<file path="src/rtl/mips_pkg.sv">
// Shared MIPS core definitions: op encodings, mul/div FSM states and iteration count.
package mips_pkg;

  localparam int unsigned ITER = 32;
  localparam int unsigned CntW = $clog2(ITER);

  typedef enum logic [1:0] {
    OpMult  = 2'b00,
    OpMultu = 2'b01,
    OpDiv   = 2'b10,
    OpDivu  = 2'b11
  } op_e;

  typedef enum logic [1:0] {
    StIdle = 2'b00,
    StMul  = 2'b01,
    StDiv  = 2'b10,
    StFix  = 2'b11
  } state_e;

  // Two's-complement magnitude when the operand is treated as signed.
  function automatic logic [31:0] magnitude(input logic [31:0] v, input logic is_signed);
    return (is_signed && v[31]) ? (~v + 32'd1) : v;
  endfunction

endpackage

</file>
<file path="src/rtl/muldiv_unit_if.sv">
// Pipeline-facing bus of the multiply/divide unit.
interface muldiv_unit_if;
  logic        start;
  logic [1:0]  op;
  logic [31:0] A;
  logic [31:0] B;
  logic        mthi;
  logic        mtlo;
  logic        busy;
  logic        done;
  logic [31:0] hi;
  logic [31:0] lo;

  modport master (
    output start, op, A, B, mthi, mtlo,
    input  busy, done, hi, lo
  );

  modport slave (
    input  start, op, A, B, mthi, mtlo,
    output busy, done, hi, lo
  );
endinterface

</file>
<file path="src/rtl/muldiv_step.sv">
// One iteration of unsigned shift-add multiply or restoring shift-subtract divide.
// Multiply: {hi,lo} is the partial product with the multiplier in lo.
// Divide: hi is the partial remainder, lo shifts dividend out and quotient in.
module muldiv_step (
  input  logic        is_div_i,
  input  logic [31:0] hi_i,
  input  logic [31:0] lo_i,
  input  logic [31:0] m_i,
  output logic [31:0] hi_o,
  output logic [31:0] lo_o
);

  logic [32:0] sum;
  logic [32:0] rem_sh;
  logic [32:0] diff;

  // Select the multiply or divide iteration.
  always_comb begin
    sum    = {1'b0, hi_i} + {1'b0, (lo_i[0] ? m_i : 32'd0)};
    rem_sh = {hi_i, lo_i[31]};
    diff   = rem_sh - {1'b0, m_i};
    hi_o   = hi_i;
    lo_o   = lo_i;
    if (is_div_i) begin
      if (!diff[32]) begin
        hi_o = diff[31:0];
        lo_o = {lo_i[30:0], 1'b1};
      end else begin
        hi_o = rem_sh[31:0];
        lo_o = {lo_i[30:0], 1'b0};
      end
    end else begin
      {hi_o, lo_o} = {sum, lo_i[31:1]};
    end
  end

endmodule

</file>
<file path="src/rtl/muldiv_unit.sv">
// Iterative MIPS HI/LO multiply/divide unit: control FSM, counter, sign fix, HI/LO.
module muldiv_unit
  import mips_pkg::*;
(
  input  logic          CLK,
  input  logic          RST,
  muldiv_unit_if.slave  bus
);

  state_e            state_q, state_d;
  op_e               op_q, op_d;
  logic [CntW-1:0]   cnt_q, cnt_d;
  logic [31:0]       a_q, a_d, b_q, b_d;
  logic [31:0]       whi_q, whi_d, wlo_q, wlo_d, m_q, m_d;
  logic [31:0]       hi_q, hi_d, lo_q, lo_d;
  logic              done_q, done_d;

  logic [31:0]       step_hi, step_lo;
  logic              signed_op;
  logic [63:0]       prod_fix;
  logic [31:0]       fix_hi, fix_lo;

  muldiv_step u_step (
    .is_div_i (op_q[1]),
    .hi_i     (whi_q),
    .lo_i     (wlo_q),
    .m_i      (m_q),
    .hi_o     (step_hi),
    .lo_o     (step_lo)
  );

  // Sign correction and HI/LO placement of the finished result.
  always_comb begin
    signed_op = (op_q == OpMult) || (op_q == OpDiv);
    prod_fix  = {whi_q, wlo_q};
    if (signed_op && (a_q[31] ^ b_q[31])) begin
      prod_fix = ~{whi_q, wlo_q} + 64'd1;
    end
    fix_hi = prod_fix[63:32];
    fix_lo = prod_fix[31:0];
    if (op_q[1]) begin
      if (b_q == 32'd0) begin
        fix_hi = a_q;
        fix_lo = 32'hFFFF_FFFF;
      end else begin
        fix_lo = (signed_op && (a_q[31] ^ b_q[31])) ? (~wlo_q + 32'd1) : wlo_q;
        fix_hi = (signed_op && a_q[31]) ? (~whi_q + 32'd1) : whi_q;
      end
    end
  end

  // Next-state logic for the FSM, datapath and architectural HI/LO.
  always_comb begin
    state_d = state_q;
    op_d    = op_q;
    cnt_d   = cnt_q;
    a_d     = a_q;
    b_d     = b_q;
    whi_d   = whi_q;
    wlo_d   = wlo_q;
    m_d     = m_q;
    hi_d    = hi_q;
    lo_d    = lo_q;
    done_d  = 1'b0;
    case (state_q)
      StIdle: begin
        if (bus.start) begin
          op_d  = op_e'(bus.op);
          a_d   = bus.A;
          b_d   = bus.B;
          whi_d = 32'd0;
          wlo_d = magnitude(bus.A, ~bus.op[0]);
          m_d   = magnitude(bus.B, ~bus.op[0]);
          cnt_d = '0;
          if (!bus.op[1]) begin
            state_d = StMul;
          end else if (bus.B == 32'd0) begin
            state_d = StFix;
          end else begin
            state_d = StDiv;
          end
        end else begin
          if (bus.mthi) hi_d = bus.A;
          if (bus.mtlo) lo_d = bus.A;
        end
      end
      StMul, StDiv: begin
        whi_d = step_hi;
        wlo_d = step_lo;
        cnt_d = cnt_q + 1'b1;
        if (cnt_q == CntW'(ITER - 1)) state_d = StFix;
      end
      StFix: begin
        hi_d    = fix_hi;
        lo_d    = fix_lo;
        done_d  = 1'b1;
        state_d = StIdle;
      end
      default: state_d = StIdle;
    endcase
  end

  // State registers; reset aborts any operation without touching HI/LO beyond clearing.
  always_ff @(posedge CLK or posedge RST) begin
    if (RST) begin
      state_q <= StIdle;
      op_q    <= OpMult;
      cnt_q   <= '0;
      a_q     <= '0;
      b_q     <= '0;
      whi_q   <= '0;
      wlo_q   <= '0;
      m_q     <= '0;
      hi_q    <= '0;
      lo_q    <= '0;
      done_q  <= 1'b0;
    end else begin
      state_q <= state_d;
      op_q    <= op_d;
      cnt_q   <= cnt_d;
      a_q     <= a_d;
      b_q     <= b_d;
      whi_q   <= whi_d;
      wlo_q   <= wlo_d;
      m_q     <= m_d;
      hi_q    <= hi_d;
      lo_q    <= lo_d;
      done_q  <= done_d;
    end
  end

  assign bus.busy = (state_q != StIdle);
  assign bus.done = done_q;
  assign bus.hi   = hi_q;
  assign bus.lo   = lo_q;

endmodule

</file>
<file path="src/flat_wrapper.sv">
// flat-port wrapper written by rule: the top's interface ports become plain ports
module muldiv_unit_flat import mips_pkg::*;
  (CLK, RST, bus_start, bus_op, bus_A, bus_B, bus_mthi, bus_mtlo, bus_busy, bus_done, bus_hi, bus_lo);
  muldiv_unit_if bus_i ();
  input  logic CLK;
  input  logic RST;
  input wire logic [$bits(bus_i.start)-1:0] bus_start;
  input wire logic [$bits(bus_i.op)-1:0] bus_op;
  input wire logic [$bits(bus_i.A)-1:0] bus_A;
  input wire logic [$bits(bus_i.B)-1:0] bus_B;
  input wire logic [$bits(bus_i.mthi)-1:0] bus_mthi;
  input wire logic [$bits(bus_i.mtlo)-1:0] bus_mtlo;
  output wire logic [$bits(bus_i.busy)-1:0] bus_busy;
  output wire logic [$bits(bus_i.done)-1:0] bus_done;
  output wire logic [$bits(bus_i.hi)-1:0] bus_hi;
  output wire logic [$bits(bus_i.lo)-1:0] bus_lo;
  assign bus_i.start = bus_start;
  assign bus_i.op = bus_op;
  assign bus_i.A = bus_A;
  assign bus_i.B = bus_B;
  assign bus_i.mthi = bus_mthi;
  assign bus_i.mtlo = bus_mtlo;
  assign bus_busy = bus_i.busy;
  assign bus_done = bus_i.done;
  assign bus_hi = bus_i.hi;
  assign bus_lo = bus_i.lo;
  muldiv_unit u_core (.CLK(CLK), .RST(RST), .bus(bus_i));
endmodule
</file>
<file path="config.mk">
export PLATFORM = sky130hd
export DESIGN_NAME = muldiv_unit_flat
export DESIGN_NICKNAME = d
export VERILOG_FILES = /design/src/rtl/mips_pkg.sv /design/src/rtl/muldiv_unit_if.sv /design/src/rtl/muldiv_step.sv /design/src/rtl/muldiv_unit.sv /design/src/flat_wrapper.sv
export SDC_FILE = /design/constraint.sdc
export NUM_CORES = 1
export LEC_CHECK = 0
export BUFFER_PORTS_ARGS = -buffer_cell sky130_fd_sc_hd__buf_2
export CORE_MARGIN = 4
export CORE_UTILIZATION = 45
export DETAILED_ROUTE_END_ITERATION = 6
export SLEW_MARGIN = 20
export SYNTH_ARGS = -nofsm -noshare
export SYNTH_HDL_FRONTEND = slang
export SYNTH_SLANG_ARGS = --single-unit
</file>
<file path="constraint.sdc">
create_clock -name CLK -period 19.1 [get_ports CLK]
set_clock_uncertainty 0.05 [all_clocks]
set_input_delay 0.955 -clock CLK [delete_from_list [all_inputs] [get_ports CLK]]
set_output_delay 0.955 -clock CLK [all_outputs]
set_load 0.02 [all_outputs]
</file>
==> flow_summary.toml, run 1 <==
[yosys]
yosysSeqAreaShare_pct = 32.8
async_flop_share_pct = 100
syn_inst = 2190
synth-edff-count = 0
syn_avg_cell_area_um2 = 8.13
synth_cell_type_count = 79
syn-num-nets = 2335
syn-cell-area_um2 = 17800
ys_ff_latch = 233
synth-main-ff-cell = "dfrtp_1"
synth_warnings = 0

[cts]
cts_made_buffers = 28
post_cts_resized = 0
clkSlewWorstSetupHoldPaths_ps = 60
postCtsSetupRepairBufs = 0
cts_root_buf = "clkbuf_16"
cts.sink_count = 233
cts_buffer_depth = 3
htree_levels = 1
ctsHoldBuffers = 0
insertion_delay_ps = 580
cts_tree = "yes"

[layout]
diodes = 0
syn_to_final_growth_pct = 11.0
final_cell_mix = "o21ai_0 (262), nand2_1 (252), dfrtp_1 (232)"
n_fill_cell = 3798
drive_gt1_share_pct = 13.3
final_util_pct = 50.9
final_common_cell = "o21ai_0"
nets = 2361

[drt]
dr_total_vias = 16551
vias_per_cell = 6.01
drt_first_pass_iters = 7
ant_nets = 0
wire_per_inst_um = 21.6
drcViolationCount = 0
wirelength_mm = 59.5
drtIter0Drc = 1103

[sta]
setup_viol = 0
whs_ps = 410
worstMarginPinSlew_ps = 1120
setup_tns_ps = 0
slew_headroom_pct = 25.4
post-route-period-util_pct = 22.3
timing.fmax_ghz = 0.235
slew_violations = 0
hold_viol_final = 0
min_period_ps = 4260
rsz0062_at_grt = "false"

[floorplanning]
die_area_um2 = 42800
rows = 72
core_area_um2 = 38800
start_util_pct = 45.8
die_y_um = 207
die_w_um = 207
ioPinCount = 137

[grt]
grt_use_met3_pct = 3.00
grt-ovfl-total = 0
met1_usage_pct = 36.2
grt_max_degree = 117
grt.busiest_layer = "met2"
antenna_found_initial = 1
use_met2_pct = 45.2
grt_pass1_wl_mm = 92.6
grt_pass1_vias = 16098
grt_util_all_layers_pct = 27.3

[pwr]
intPower_mw = 1.98
power_density_nw_per_um2 = 196
power_frac_comb_pct = 59.1
p_leak_nw = 8.61
vdd_drop_max_mv = 0.0868
clkPwrFrac_pct = 15.5
p_seq_share_pct = 25.4
swShare_pct = 48.9
netSwitchingPower_mw = 1.89

[critical_path]
cp-end-kind = "register"
arrival_ps = 4600
path_max_fanout = 32
worstSetupStartpointType = "register"
critPathRequiredTime_ps = 19440
path_class = "reg -> reg"

[flow_run]
maxCapViolations = 0

[status]
outcome = "finished clean"

[placed_design]
dp_hpwl_mm = 43.7
io_buffers = 136
gp_congestion = 0.916

[hold_path]
holdCritPathClass = "reg -> reg"
-- registers in the layout (all words and copies together), names as in the netlist --
register / cells
u_core.cnt_q: 5
u_core.m_q: 32
u_core.b_q: 31
u_core.bus.done: 1
u_core.whi_q: 32
u_core.a_q: 32
u_core.op_q: 2
u_core.state_q: 2
u_core.bus.hi: 32
u_core.wlo_q: 32
u_core.bus.lo: 32
-- Yosys cell counts (6+ instances only) --
| cell | instances | area [µm²] |
|---|---|---|
| nor4_1 | 28 | 175 |
| a211oi_1 | 12 | 90.1 |
| a41oi_1 | 6 | 52.6 |
| a21o_1 | 32 | 240 |
| or2_2 | 9 | 56.3 |
| o22ai_1 | 28 | 175 |
| xor2_1 | 75 | 657 |
| dfrtp_1 | 233 | 5830 |
| ha_1 | 72 | 901 |
| o211ai_1 | 35 | 263 |
| a21oi_1 | 144 | 721 |
| o31ai_1 | 30 | 225 |
| nor3b_1 | 8 | 60.1 |
| o41ai_1 | 13 | 114 |
| buf_2 | 7 | 35.0 |
| o21a_1 | 8 | 60.1 |
| clkbuf_1 | 135 | 507 |
| nor3_1 | 33 | 165 |
| mux2i_1 | 37 | 370 |
| and2_1 | 10 | 62.6 |
| nand4_1 | 18 | 113 |
| o21ai_0 | 262 | 1310 |
| mux2_2 | 57 | 642 |
| a31oi_1 | 28 | 175 |
| o221ai_1 | 11 | 96.3 |
| nand2_1 | 253 | 950 |
| inv_1 | 67 | 251 |
| buf_1 | 16 | 60.1 |
| or4_1 | 8 | 60.1 |
| nand2b_1 | 27 | 169 |
| xnor2_1 | 120 | 1050 |
| nand3_1 | 27 | 135 |
| a22oi_1 | 18 | 135 |
| or3_1 | 25 | 156 |
| nor2_1 | 184 | 691 |
| nor2b_1 | 11 | 68.8 |
| and3_1 | 8 | 50.1 |
| o21bai_1 | 8 | 60.1 |
-- layout make-up --
class | count | area [µm²] | area share, %
Sequential cell | 233 | 5830 | 29.5
Inverter | 67 | 259 | 1.31
Clock inverter | 12 | 209 | 1.06
Tap cell | 518 | 648 | 3.28
Clock buffer | 40 | 816 | 4.13
Timing Repair Buffer | 159 | 853 | 4.32
Multi-Input combinational cell | 1727 | 11100 | 56.4
-- final timing paths --
path / end / slack [ps] / from / cells after the start
min in group asynchronous: u_core.bus.hi[19] / 490 / RST / 2
max reg2reg: u_core.whi_q[26] / 14840 / u_core.wlo_q[0] / 13
min: u_core.bus.lo[0] / 410 / u_core.bus.lo[0] / 2
max: u_core.whi_q[26] / 14840 / u_core.wlo_q[0] / 13
min reg2reg: u_core.bus.lo[0] / 410 / u_core.bus.lo[0] / 2
max in group asynchronous: u_core.op_q[1] / 16300 / RST / 4
-- routing by layer --
metal	vias to the layer above	part of all wire (%)
met4	0	5.3
met1	7974	43
met5	-	0
met2	519	46
met3	143	5.5
li1	7915	-
-- power groups by stage --
stage	Combinational, mW	Sequential, mW	Clock (mW)
after detailed placement	2.26	0.985	0
after global routing	2.53	1.01	0.630
after CTS	2.27	0.976	0.609
after global placement	2.23	0.976	0
final	2.28	0.983	0.597
after floorplan	1.68	0.943	0
-- cells by family (layout without fill, tap and decap cells) --
family | Yosys count | count (layout) | synth area share (%)
xor gates and xnor gates | 195 | 195 | 9.60
AOI/OAI and AO/OA | 696 | 696 | 24.0
DFF | 233 | 233 | 32.8
adders and majority gates | 74 | 74 | 5.29
muxes | 94 | 94 | 5.69
and+or+nand+nor | 668 | 668 | 17.7
buffers and inverters | 230 | 278 | 5.01
-- stage by stage --
step | std cells | power, mW | instance area [µm²] | setup slack, ps
finish | 2756 | 3.86 | 19700 | 14840
global route | 2756 | 4.17 | 19700 | 14610
CTS | 2756 | 3.85 | 19700 | 14880
detailed placement | 2704 | 3.24 | 18700 | 14800
global placement | 2704 | 3.21 | 18700 | 14890
floorplan | 2190 | 2.63 | 17800 | 11710
-- critical path: stages (launching register included) --
cell and delay, ps:
dfrtp_1 440, inv_1 80, buf_4 330, nor2_1 100, ha_1 340, a2111oi_0 620, o31ai_1 220, a22oi_1 350
a2bb2oi_1 360, o211ai_1 240, a41oi_1 410, o21ai_0 190, xnor2_1 170, o221ai_1 140
(Power assumes the default switching activity.)
==> run 2, diff against run 1 <==
PLACE_DENSITY = 0.65   (was unset)
clock period = 3.87 ns   (was 19.1 ns; I/O delays follow)
==> flow_summary.toml, run 2 (synthesis results as in run 1) <==
[placed_design]
io_buffers = 136
dp_hpwl_mm = 43.7
gp_congestion = 0.934
placed_area_um2 = 19100

[layout]
diodes = 0
n_fill_cell = 3638
final_cell_mix = "o21ai_0 (262), nand2_1 (252), dfrtp_1 (232)"
drive_gt1_share_pct = 14.8
final_area_um2 = 20700
multiInputGateArea_um2 = 11100
nets = 2474
syn_to_final_growth_pct = 16.4
final_common_cell = "o21ai_0"
regArea_um2 = 5830

[drt]
dr_total_vias = 17143
vias_per_cell = 5.97
wirelength_mm = 59.4
drtIter0Drc = 1441
wire_per_inst_um = 20.7
ant_nets = 0
drcViolationCount = 0
drt_first_pass_iters = 5

[cts]
cts_root_buf = "clkbuf_16"
clkSlewWorstSetupHoldPaths_ps = 70
htree_levels = 1
insertion_delay_ps = 580
cts_made_buffers = 29
postCtsSetupRepairBufs = 0
cts_buffer_depth = 3
cts_tree = "yes"
cts.sink_count = 233

[flow_run]
maxCapViolations = 0

[grt]
grt_util_all_layers_pct = 26.9
grt_pass1_wl_mm = 91.4
grt_max_degree = 101
grt-ovfl-total = 0
grt_pass1_vias = 16279
antenna_found_initial = 0

[critical_path]
path_max_fanout = 7
critPathRequiredTime_ps = 4290
worstSetupStartpointType = "register"
path_class = "reg -> reg"
arrival_ps = 4080
r2r_setup_slack_ps = 210
cp-end-kind = "register"

[hold_path]
holdCritPathClass = "in -> reg"

[sta]
setup_viol = 0
worstMarginPinSlew_ps = 1040
rsz0062_at_grt = "false"
hold_viol_final = 0
post-route-period-util_pct = 94.6
min_period_ps = 3660
setup_tns_ps = 0
slew_violations = 0
slew_headroom_pct = 30.4
timing.fmax_ghz = 0.273

[floorplanning]
ioPinCount = 137
die_w_um = 207
die_area_um2 = 42800
die_y_um = 207
core_area_um2 = 38800
start_util_pct = 45.8
rows = 72

[pwr]
p_leak_nw = 9.09
vdd_drop_max_mv = 0.598
power_density_nw_per_um2 = 924

[status]
outcome = "finished clean"
==> run 2: stage by stage <==
step	utilization (%)	hold slack (ps)	instances	power, mW	setup WS (ps)
4_1_cts	53.3	8.24	2870	19.0	115
6_report	53.3	33.7	2870	19.1	208
5_1_grt	53.3	22.6	2870	20.6	22.6
3_3_place_gp	49.1	248	2748	16.0	218
2_1_floorplan	-	280	2190	13.0	387
3_5_place_dp	49.1	248	2748	16.2	135
==> run 2: critical path: stages (launching register included) <==
cell and delay (ps):
dfrtp_1 400, inv_1 190, buf_4 180, nor2_1 50, ha_1 360, and2_1 190
a221o_1 340, a22oi_1 260, a2bb2oi_1 310, o211ai_1 210, a41oi_1 440, o41ai_1 170
mux2i_1 140, a32o_1 250
==> run 2: worst paths after layout <==
kind / startpoint / end / depth (start not counted)
worst min register to register: u_core.bus.lo[14] / u_core.bus.lo[14] / 2
min in group asynchronous: RST / u_core.bus.hi[18] / 3
worst max register to register: u_core.wlo_q[0] / u_core.whi_q[30] / 13
worst max-delay path: u_core.wlo_q[0] / u_core.whi_q[30] / 13
worst min-delay path: bus_mtlo / u_core.bus.lo[0] / 4
max in group asynchronous: RST / u_core.op_q[1] / 4
==> run 2: area by class of cell <==
class                           instances  share of cell area [%]
Clock buffer                           39                    3.93
Clock inverter                         15                   0.556
Tap cell                              518                    3.13
Multi-Input combinational cell       1727                    53.8
Inverter                               67                    1.23
Sequential cell                       233                    28.2
Timing Repair Buffer                  271                    9.18
==> run 2: power breakdown <==
part	total, mW	leakage, nW	switching [mW]	internal [mW]
sequential	4.76	2.85	1.16	3.61
clock	2.69	0.458	1.15	1.54
combinational	11.7	5.78	7.09	4.59
==> run 2: repair_timing <==
| action | 4_1_cts | 5_1_grt |
|---|---|---|
| hold buffers | 68 | 0 |
| endpoints found under the hold margin | 130 | 0 |
| gates resized for setup | 0 | 5 |
| endpoints found under the setup margin | 0 | 9 |
==> run 2: per-layer routing <==
layer / GRT usage [%] / vias to the layer above / wire length [µm]
met3: 3.33 / 136 / 3630
met1: 35.0 / 8221 / 24900
met5: 0 / - / 0
met2: 45.4 / 653 / 28000
met4: 11.1 / 0 / 2750
li1: - / 8133 / -
